$ cat config.mk
export PLATFORM = sky130hd
export DESIGN_NAME = mem_access_unit
export DESIGN_NICKNAME = d
export VERILOG_FILES = /design/src/rtl/mem_access_unit.sv
export SDC_FILE = /design/constraint.sdc
export NUM_CORES = 1
export LEC_CHECK = 0
export CORE_UTILIZATION = 54
export DETAILED_ROUTE_END_ITERATION = 12
export MAX_ROUTING_LAYER = met4
export PLACE_DENSITY = 0.86
export SLEW_MARGIN = 10
export SYNTH_ARGS = -nofsm -noshare
export SYNTH_HDL_FRONTEND = slang
export SYNTH_SLANG_ARGS = --single-unit
$ cat constraint.sdc
create_clock -name clk -period 16.55 [get_ports clk]
set_clock_uncertainty 0.2 [all_clocks]
set_input_delay 2.4825 -clock clk [delete_from_list [all_inputs] [get_ports clk]]
set_output_delay 2.4825 -clock clk [all_outputs]
set_load 0.1 [all_outputs]
$ cat src/rtl/mem_access_unit.sv
// Load/store access stage: classifies ops, drives a non-blocking dcache port and
// completes ops in order through a small metadata FIFO with registered writeback.
module mem_access_unit #(
    parameter int unsigned ADDR_W          = 32,
    parameter int unsigned DATA_W          = 32,
    parameter int unsigned TAG_W           = 6,
    parameter int unsigned MAX_OUTSTANDING = 4
) (
    input  logic                clk,
    input  logic                rst,
    input  logic                flush_i,
    input  logic                llbit_clear_i,
    input  logic                in_valid_i,
    output logic                in_ready_o,
    input  logic [3:0]          in_op_i,
    input  logic [ADDR_W-1:0]   in_addr_i,
    input  logic [DATA_W-1:0]   in_wdata_i,
    input  logic [TAG_W-1:0]    in_tag_i,
    output logic                req_valid_o,
    input  logic                req_ready_i,
    output logic                req_we_o,
    output logic [ADDR_W-1:0]   req_addr_o,
    output logic [DATA_W/8-1:0] req_wstrb_o,
    output logic [DATA_W-1:0]   req_wdata_o,
    input  logic                rsp_valid_i,
    input  logic [DATA_W-1:0]   rsp_rdata_i,
    output logic                out_valid_o,
    output logic [TAG_W-1:0]    out_tag_o,
    output logic                out_wen_o,
    output logic [DATA_W-1:0]   out_data_o,
    output logic [1:0]          out_excp_o,
    output logic [ADDR_W-1:0]   out_bad_addr_o
);
    localparam int unsigned NB    = DATA_W / 8;
    localparam int unsigned LaneW = $clog2(NB);
    localparam int unsigned PtrW  = $clog2(MAX_OUTSTANDING);
    localparam int unsigned CntW  = PtrW + 1;

    localparam logic [3:0] OpNop  = 4'd0;
    localparam logic [3:0] OpLdB  = 4'd1;
    localparam logic [3:0] OpLdBu = 4'd2;
    localparam logic [3:0] OpLdH  = 4'd3;
    localparam logic [3:0] OpLdHu = 4'd4;
    localparam logic [3:0] OpLdW  = 4'd5;
    localparam logic [3:0] OpStB  = 4'd6;
    localparam logic [3:0] OpStH  = 4'd7;
    localparam logic [3:0] OpStW  = 4'd8;
    localparam logic [3:0] OpLlW  = 4'd9;
    localparam logic [3:0] OpScW  = 4'd10;
    localparam logic [3:0] OpLdD  = 4'd11;
    localparam logic [3:0] OpStD  = 4'd12;

    typedef struct packed {
        logic [TAG_W-1:0]  tag;
        logic [3:0]        op;
        logic [LaneW-1:0]  lane;
        logic              is_local;
        logic [1:0]        excp;
        logic [ADDR_W-1:0] bad_addr;
        logic              sc_ok;
    } entry_t;

    entry_t            fifo_q [MAX_OUTSTANDING];
    entry_t            head, push_entry;
    logic [PtrW-1:0]   wr_ptr_q, wr_ptr_d, rd_ptr_q, rd_ptr_d;
    logic [CntW-1:0]   cnt_q, cnt_d, mem_cnt_q, mem_cnt_d, drop_q, drop_d;
    logic              llbit_q, llbit_d;

    logic              is_nop, is_st, is_ll, is_sc, ine, ale;
    logic [1:0]        sz;
    logic              llbit_eff, sc_fail, op_local, fifo_full, can_take, push;
    logic              head_valid, pop, head_mem_pop, rsp_drop;
    logic [DATA_W-1:0] sh;

    logic              out_valid_q, out_wen_q, out_wen_d;
    logic [TAG_W-1:0]  out_tag_q;
    logic [DATA_W-1:0] out_data_q, out_data_d;
    logic [1:0]        out_excp_q;
    logic [ADDR_W-1:0] out_bad_addr_q;

    // Input decode: access size code (0 B, 1 H, 2 W, 3 D) and fault classification.
    always_comb begin
        is_nop = 1'b0;
        is_st  = 1'b0;
        is_ll  = 1'b0;
        is_sc  = 1'b0;
        ine    = 1'b0;
        ale    = 1'b0;
        sz     = 2'd0;
        case (in_op_i)
            OpNop:         is_nop = 1'b1;
            OpLdB, OpLdBu: sz = 2'd0;
            OpLdH, OpLdHu: begin sz = 2'd1; ale = in_addr_i[0]; end
            OpLdW:         begin sz = 2'd2; ale = |in_addr_i[1:0]; end
            OpStB:         begin sz = 2'd0; is_st = 1'b1; end
            OpStH:         begin sz = 2'd1; is_st = 1'b1; ale = in_addr_i[0]; end
            OpStW:         begin sz = 2'd2; is_st = 1'b1; ale = |in_addr_i[1:0]; end
            OpLlW:         begin sz = 2'd2; is_ll = 1'b1; ale = |in_addr_i[1:0]; end
            OpScW:         begin sz = 2'd2; is_sc = 1'b1; is_st = 1'b1; ale = |in_addr_i[1:0]; end
            OpLdD, OpStD: begin
                if (DATA_W == 64) begin
                    sz    = 2'd3;
                    is_st = (in_op_i == OpStD);
                    ale   = |in_addr_i[2:0];
                end else begin
                    ine = 1'b1;
                end
            end
            default:       ine = 1'b1;
        endcase
    end

    // A clear arriving with the SC wins; an LL accepted with a clear still sets LLbit.
    assign llbit_eff  = llbit_q && !llbit_clear_i;
    assign sc_fail    = is_sc && !ine && !ale && !llbit_eff;
    assign op_local   = is_nop || ine || ale || sc_fail;
    assign fifo_full  = (cnt_q == CntW'(MAX_OUTSTANDING));
    assign can_take   = !rst && !flush_i && (drop_q == '0) && !fifo_full;
    assign in_ready_o = can_take && (op_local || req_ready_i);
    assign push       = in_valid_i && in_ready_o;

    assign req_valid_o = in_valid_i && !op_local && can_take;
    assign req_we_o    = is_st;
    assign req_addr_o  = in_addr_i;

    always_comb begin
        case (sz)
            2'd0: begin
                req_wstrb_o = NB'(8'h01) << in_addr_i[LaneW-1:0];
                req_wdata_o = {NB{in_wdata_i[7:0]}};
            end
            2'd1: begin
                req_wstrb_o = NB'(8'h03) << in_addr_i[LaneW-1:0];
                req_wdata_o = {(NB/2){in_wdata_i[15:0]}};
            end
            2'd2: begin
                req_wstrb_o = NB'(8'h0F) << in_addr_i[LaneW-1:0];
                req_wdata_o = {(NB/4){in_wdata_i[31:0]}};
            end
            default: begin
                req_wstrb_o = NB'(8'hFF);
                req_wdata_o = in_wdata_i;
            end
        endcase
    end

    always_comb begin
        push_entry.tag      = in_tag_i;
        push_entry.op       = in_op_i;
        push_entry.lane     = in_addr_i[LaneW-1:0];
        push_entry.is_local = op_local;
        push_entry.excp     = {ine, ale};
        push_entry.bad_addr = in_addr_i;
        push_entry.sc_ok    = is_sc && llbit_eff;
    end

    // Responses first retire flushed requests; only then do they complete the head.
    assign head         = fifo_q[rd_ptr_q];
    assign head_valid   = (cnt_q != '0);
    assign rsp_drop     = rsp_valid_i && (drop_q != '0);
    assign pop          = head_valid && (head.is_local || (rsp_valid_i && drop_q == '0));
    assign head_mem_pop = pop && !head.is_local;

    always_comb begin
        wr_ptr_d  = wr_ptr_q + PtrW'(push);
        rd_ptr_d  = rd_ptr_q + PtrW'(pop);
        cnt_d     = cnt_q + CntW'(push) - CntW'(pop);
        mem_cnt_d = mem_cnt_q + CntW'(push && !op_local) - CntW'(head_mem_pop);
        drop_d    = drop_q - CntW'(rsp_drop);
        if (flush_i) begin
            wr_ptr_d  = '0;
            rd_ptr_d  = '0;
            cnt_d     = '0;
            mem_cnt_d = '0;
            drop_d    = drop_d + mem_cnt_q - CntW'(head_mem_pop);
        end
    end

    always_comb begin
        llbit_d = llbit_q;
        if (push && is_ll && !ine && !ale) begin
            llbit_d = 1'b1;
        end else if ((push && is_sc && !ine && !ale) || llbit_clear_i) begin
            llbit_d = 1'b0;
        end
    end

    assign sh = rsp_rdata_i >> {head.lane, 3'b000};

    always_comb begin
        out_wen_d  = 1'b0;
        out_data_d = '0;
        if (head.excp == 2'b00) begin
            case (head.op)
                OpLdB:        begin out_wen_d = 1'b1; out_data_d = DATA_W'($signed(sh[7:0])); end
                OpLdBu:       begin out_wen_d = 1'b1; out_data_d = DATA_W'(sh[7:0]); end
                OpLdH:        begin out_wen_d = 1'b1; out_data_d = DATA_W'($signed(sh[15:0])); end
                OpLdHu:       begin out_wen_d = 1'b1; out_data_d = DATA_W'(sh[15:0]); end
                OpLdW, OpLlW: begin out_wen_d = 1'b1; out_data_d = DATA_W'($signed(sh[31:0])); end
                OpLdD:        begin out_wen_d = 1'b1; out_data_d = sh; end
                OpScW:        begin out_wen_d = 1'b1; out_data_d = DATA_W'(head.sc_ok); end
                default:      out_wen_d = 1'b0;
            endcase
        end
    end

    always_ff @(posedge clk) begin
        if (push) begin
            fifo_q[wr_ptr_q] <= push_entry;
        end
    end

    always_ff @(posedge clk) begin
        if (rst) begin
            wr_ptr_q       <= '0;
            rd_ptr_q       <= '0;
            cnt_q          <= '0;
            mem_cnt_q      <= '0;
            drop_q         <= '0;
            llbit_q        <= 1'b0;
            out_valid_q    <= 1'b0;
            out_tag_q      <= '0;
            out_wen_q      <= 1'b0;
            out_data_q     <= '0;
            out_excp_q     <= 2'b00;
            out_bad_addr_q <= '0;
        end else begin
            wr_ptr_q       <= wr_ptr_d;
            rd_ptr_q       <= rd_ptr_d;
            cnt_q          <= cnt_d;
            mem_cnt_q      <= mem_cnt_d;
            drop_q         <= drop_d;
            llbit_q        <= llbit_d;
            out_valid_q    <= pop && !flush_i;
            out_tag_q      <= (pop && !flush_i) ? head.tag : '0;
            out_wen_q      <= (pop && !flush_i) ? out_wen_d : 1'b0;
            out_data_q     <= (pop && !flush_i) ? out_data_d : '0;
            out_excp_q     <= (pop && !flush_i) ? head.excp : 2'b00;
            out_bad_addr_q <= (pop && !flush_i && head.excp != 2'b00) ? head.bad_addr : '0;
        end
    end

    assign out_valid_o    = out_valid_q;
    assign out_tag_o      = out_tag_q;
    assign out_wen_o      = out_wen_q;
    assign out_data_o     = out_data_q;
    assign out_excp_o     = out_excp_q;
    assign out_bad_addr_o = out_bad_addr_q;

    // A response must either retire a flushed request or match a mem op at the head.
    assert property (@(posedge clk) disable iff (rst)
        rsp_valid_i |-> (drop_q != '0 || (head_valid && !head.is_local)))
        else $error("mem_access_unit: rsp_valid with no outstanding request");

endmodule

### Word-level counts from Yosys, hierarchy flattened

Memories as Yosys holds them, arrays and structs flattened. A register that Yosys moved wholly into a read port is not among the register bits.
Index checks and enable logic that the tools add are counted.

| storage, ports and cells | value |
|---|---|
| memories kept | 1 |
| flip-flop bits (word level) | 88 |
| bits in writable memories | 192 |
| logic and storage cells | 125 |

| operators by class | value |
|---|---|
| bitwise gates (word level) | 3 |
| shift-type cells | 4 |
| multiplexer cells | 17 |
| $add $sub $neg | 9 |
| eq/ne operators | 21 |
| reduce and logical (&&, ||, !) cells | 58 |

Memories:

| name | words | bits a word | rd ports | clocked after Yosys merged registers in | write ports | RTL line | source |
|---|---|---|---|---|---|---|---|
| fifo_q | 4 | 48 | 1 | 1 | 1 | 63 | `entry_t fifo_q [MAX_OUTSTANDING];` |

Operators with widths:

| operator | number |
|---|---|
| $pmux W32 S6 | 1 |
| $pmux W32 S2 | 1 |
| $shr A32 B5 Y32 | 1 |
| $logic_and A1 B1 Y1 | 25 |
| $eq A4 B3 Y1 const B | 6 |
| $eq A4 B4 Y1 const B | 6 |
| $eq A4 B2 Y1 const B | 4 |
| $pmux W4 S3 | 1 |
| $sub A3 B1 Y3 | 4 |
| $reduce_or A11 Y1 | 1 |
| $mux W1 | 10 |
| $reduce_or A3 Y1 | 3 |
| $eq A4 B1 Y1 const B | 2 |
| $logic_not A1 Y1 | 8 |
| $reduce_or A2 Y1 | 4 |
| $reduce_or A4 Y1 | 2 |
| $reduce_or A8 Y1 | 1 |
| $add A3 B1 Y3 | 2 |
| $logic_or A1 B1 Y1 | 6 |
| $reduce_bool A3 Y1 | 2 |
| $add A2 B1 Y2 | 2 |
| $logic_not A2 Y1 | 2 |
| $logic_not A4 Y1 | 1 |
| $pmux W2 S2 | 1 |
| 13 further kinds | 16 |

### Depth between registers and ports, before layout

| logic depth | value |
|---|---|
| depth after elaboration | 16 |
| mapped depth | 18 |
| depth with buffers taken out | 16 |

### Worst setup path before layout

OpenSTA, ideal clock, no wires.

| path | value |
|---|---|
| kind | input port to output port |
| start | input port in_op_i[3] |
| end | output port req_valid_o |
| data required time | 13.867 ns |
| slack | 7.524 ns |
| arrival time | 6.344 ns |
| cell stages on the path | 9 |
| buffers on the path | 3 |
| cell sequence | clkbuf_1 > nand3b_1 > a21oi_1 > nor2_1 > clkbuf_1 > buf_1 > ha_1 > nor4_2 > nor3_1 |

| between the ends | value |
|---|---|
| word-level cells in the longest chain between the ends | 10 |
| elaborated cells on any way between the ends | 28 |
| those cells by class | 10 x eq/ne; 4 x mux; 14 x reduce/logical |

RTL lines:

| item | RTL line | source |
|---|---|---|
| from (decl) | 15 | `input logic [3:0] in_op_i,` |
| $eq A4 B4 Y1 (tied with other cells) | 90 | `case (in_op_i)` |
| $reduce_or A4 Y1 (no line) or $reduce_or A3 Y1 (tied branches) | n/a |  |
| $pmux W1 S2 * | 90 |  |
| named net ale | 69 | `logic is_nop, is_st, is_ll, is_sc, ine, ale;` |
| $logic_not A1 Y1 | 115 | `assign sc_fail = is_sc && !ine && !ale && !llbit_eff;` |
| $logic_and A1 B1 Y1 (2 in a row) | 115 |  |
| $logic_or A1 B1 Y1 * | 116 | `assign op_local = is_nop \|\| ine \|\| ale \|\| sc_fail;` |
| $logic_not A1 Y1 * | 122 | `assign req_valid_o = in_valid_i && !op_local && can_take;` |
| $logic_and A1 B1 Y1 * (2 in a row) | 122 |  |
| to (decl) | 19 | `output logic req_valid_o,` |

The timed path passes the listed nets; every way through them passes the cells marked *.

### Final worst setup path

| path | value |
|---|---|
| start | input port in_op_i[2] |
| end | output port req_wdata_o[9] |

| between the ends | value |
|---|---|
| word-level cells in the longest chain between the ends | 5 |
| elaborated cells on any way between the ends | 13 |
| those cells by class | 8 x eq/ne; 2 x mux; 3 x reduce/logical |

RTL lines:

| item | RTL line | source |
|---|---|---|
| $eq A4 B4 Y1 (tied with other cells) | 90 |  |
| $reduce_or A4 Y1 (no line) or $reduce_or A3 Y1 (tied branches) | n/a |  |
| $pmux W2 S2 * | 90 |  |
| $eq A2 B1 Y1 or $logic_not A2 Y1 (tied branches) | 127 | `case (sz)` |
| $pmux W32 S2 * | 127 |  |
| to (decl) | 24 | `output logic [DATA_W-1:0] req_wdata_o,` |

Every way passes the cells marked *; elsewhere a longest branch is shown, timed or not.

==> results.json <==
{
  "status": "completed",
  "drive_gt1_frac": 0.143,
  "grt_pass1_vias": 6742,
  "antenna_found_initial": 0,
  "finalWorstSetupSlack_ps": 7570,
  "met2_length_um": 12500,
  "areaGrowthSynthToFinish_pct": 31.3,
  "reg2reg_setup_slack_ps": 12840,
  "gp_congestion": 0.836,
  "synth_area_leaders": "edfxtp_1 (50%), dfxtp_1 (16%), mux4_2 (9.4%)",
  "yosysWarnings": 0,
  "hpwl_um": 15500,
  "setup.worst_path.start": "in_op_i[2]",
  "synth.largest_area_cell": "edfxtp_1",
  "die-width_um": 145,
  "cpLargestDelayFamily": "buffers and inverters",
  "numCtsBuffers": 27,
  "grt_max_degree": 48,
  "htreeDepth": 1,
  "register_area_um2": 7290,
  "syn_area_um2": 11000,
  "syn-instance-count": 726,
  "die_y_um": 145,
  "drt_wl_total_um": 24000,
  "yosysSeqAreaShare": 0.662,
  "worst_slew_pin_slew_ps": 1130,
  "setup_viol_count_final": 0,
  "route.met3.wl_um": 1490,
  "worst_hold_path_type": "reg2reg",
  "fillers": 1241,
  "r2r-end": "drop_q[2]$_SDFF_PP0_",
  "routed.top_layer": "met4",
  "syn_nets": 858,
  "path_buf_inv": 3,
  "cts.repair.resized": 0,
  "vias_per_cell": 5.52,
  "max_stage_delay_ps": 1140,
  "fin_nets": 1075,
  "tns_ps": 0,
  "synthesis.area_per_instance_um2": 15.2,
  "ant_nets": 0,
  "drtPass1Iterations": 4,
  "crit_end": "req_wdata_o[9]",
  "vdd_drop_max_uv": 93.5,
  "post-cts-setup-buffer-count": 0,
  "path_common_cell": "clkdlybuf4s50_1",
  "min_period_ps": 8980,
  "overflow": 0,
  "startpoint_type": "primary input",
  "cp.arrival_ps": 6300,
  "root_buffer": "clkbuf_16",
  "num_antenna_cells": 0,
  "reg2regPathDepth": 11,
  "instances_no_fill": 1229,
  "yosys.cell_types.count": 52,
  "track_usage": 0.232,
  "portBuffers": 257,
  "cts_tree": "built",
  "cp_data_required_time_ps": 13870,
  "dpl_worst_slack_ps": 7630,
  "synth_edf_count": 184,
  "path_max_fanout": 30,
  "wl_met1_um": 9570,
  "std_cell_rows": 51,
  "clk_pin_slew_worst_paths_ps": 60,
  "cts_sinks": 272,
  "clock.fmax_mhz": 111,
  "pin_count": 258,
  "grt_pass1_wl_um": 35700,
  "multi_input_area_um2": 3210,
  "crit_slowest_cell": "clkdlybuf4s50_1",
  "rsz0062_at_grt": "false",
  "synth_flop_cell": "edfxtp_1",
  "timing.critical_path.cells": "clkdlybuf4s50_1 > nand2b_1 > a21oi_1 > nor2_2 > buf_4 > ha_1 > or3_1 > a32o_1 > clkdlybuf4s50_1",
  "placed_cells": 1179,
  "drt-wirelength-per-cell_um": 19.5,
  "endpoint_kind": "primary output",
  "finalMaxSlewViolations": 0,
  "r2r_start": "rd_ptr_q[0]$_SDFF_PP0_",
  "synth-seq-cells": 272,
  "die-area_um2": 21000,
  "synthDominantCellAreaShare": 0.502,
  "initial_utilization": 0.558,
  "num_vias": 6779,
  "drc": 0,
  "hold_violations": 0,
  "cts_hold_buffers": 0,
  "path_depth": 9,
  "path_class": "in2out",
  "cts_max_path_buffers": 3,
  "fin_crit_sh": 0.543,
  "max-slew-margin-rel": 0.243,
  "leakagePower_nw": 5.02,
  "clk_latency_ps": 530,
  "core_area_um2": 19700,
  "drv_cap": 0,
  "async_flop_share": 0,
  "p_per_area_nw_per_um2": 114,
  "drt_iter0_drc": 384
}
==> layout by cell type (no fill, tap or decap), types with 7 or more instances in the layout <==
cell             synthesis  final
clkbuf_8                 0      7
and2_1                   7      7
inv_1                   20     20
o2bb2ai_1                7      7
edfxtp_1               184    184
a22oi_1                  8      8
a32o_1                   8      8
mux4_2                  46     46
a21oi_1                 41     41
ha_1                    16     16
nor2b_1                 17     17
a211oi_1                14     14
clkbuf_16                0     28
clkdlybuf4s50_1          0    257
buf_4                   41      9
mux2_2                  16     16
and3_1                  34     34
nand2_1                 32     32
nor2_1                  30     29
mux2i_1                 12     12
dfxtp_1                 88     86
==> sequential cells by signal, summed over array words and instances, names as in the netlist <==
name            flops
out_bad_addr_o     32
out_data_o         32
out_wen_o           1
cnt_q               3
rd_ptr_q            2
drop_q              3
out_valid_o         1
mem_cnt_q           3
llbit_q             1
wr_ptr_q            2
out_tag_o           6
fifo_q            184
out_excp_o          2
==> layout make-up <==
cell class,instances,area share
Clock buffer,41,0.0570
Clock inverter,9,0.00545
Inverter,20,0.00519
Multi-Input combinational cell,356,0.222
Sequential cell,272,0.505
Tap cell,265,0.0229
Timing Repair Buffer,266,0.183
==> per-stage QoR <==
| step | cell area (um^2) | total power (W) | hold slack, ps | util |
|---|---|---|---|---|
| 4_1_cts | 14400 | 0.00166 | 364 | 0.733 |
| 2_1_floorplan | 11000 | 0.000977 | 304 | - |
| 3_5_place_dp | 13500 | 0.00106 | 349 | 0.687 |
| 6_report | 14500 | 0.00164 | 359 | 0.733 |
| 3_3_place_gp | 13500 | 0.00105 | 325 | 0.687 |
| 5_1_grt | 14500 | 0.00170 | 411 | 0.733 |
==> worst min-delay path: cells and delay by family, from the launching register on <==
kind          cells  cell delay (ps)
simple gates      1               70
flops             1              370
xor+xnor          1               90
==> cells in the mapped netlist, types with 7 or more instances <==
library cell    n
edfxtp_1      184
dfxtp_1        88
mux4_2         46
a21oi_1        41
buf_4          41
and3_1         34
nand2_1        32
nor2_1         30
clkbuf_1       22
inv_1          20
nor2b_1        17
ha_1           16
mux2_2         16
a211oi_1       14
mux2i_1        12
a22oi_1         8
a32o_1          8
buf_2           8
nor3_1          8
and2_1          7
o2bb2ai_1       7
==> routing by layer <==
metal  GRT usage  up-vias
met5           -        -
met4      0.0648        0
met3      0.0355       37
met2       0.402      239
met1       0.285     3366
li1            -     3137
==> how the worst min path moves through the flow <==
stage,start,endpoint,slack (ps),depth (start not counted)
final,mem_cnt_q[2]$_SDFF_PP0_,mem_cnt_q[2]$_SDFF_PP0_,360,2
after global placement,mem_cnt_q[2]$_SDFF_PP0_,mem_cnt_q[2]$_SDFF_PP0_,330,2
after detailed placement,mem_cnt_q[2]$_SDFF_PP0_,mem_cnt_q[2]$_SDFF_PP0_,350,2
after global routing,mem_cnt_q[0]$_SDFF_PP0_,mem_cnt_q[0]$_SDFF_PP0_,410,2
after CTS,mem_cnt_q[2]$_SDFF_PP0_,mem_cnt_q[2]$_SDFF_PP0_,360,2
after floorplan,mem_cnt_q[2]$_SDFF_PP0_,mem_cnt_q[2]$_SDFF_PP0_,300,2
==> cells by family (layout without fill, tap and decap cells) <==
| kind of cell | Yosys count | in the layout | share of synthesized area |
|---|---|---|---|
| AO/OA/AOI/OAI | 99 | 99 | 0.0618 |
| multiplexers | 74 | 74 | 0.121 |
| buffers and inverters | 98 | 336 | 0.0490 |
| AND/OR/NAND/NOR | 155 | 155 | 0.0751 |
| flip-flops | 272 | 272 | 0.662 |
| XOR/XNOR | 9 | 9 | 0.00716 |
| adder cells (fa/ha/maj) | 19 | 19 | 0.0236 |
==> power by group <==
group	total (W)	internal [W]	switching, W
Sequential	0.000747	0.000738	0.00000895
Combinational	0.000297	0.0000998	0.000197
Clock	0.000601	0.000358	0.000243
Total	0.00164	0.00120	0.000449
No activity file was read; power rests on OpenSTA's default activity.
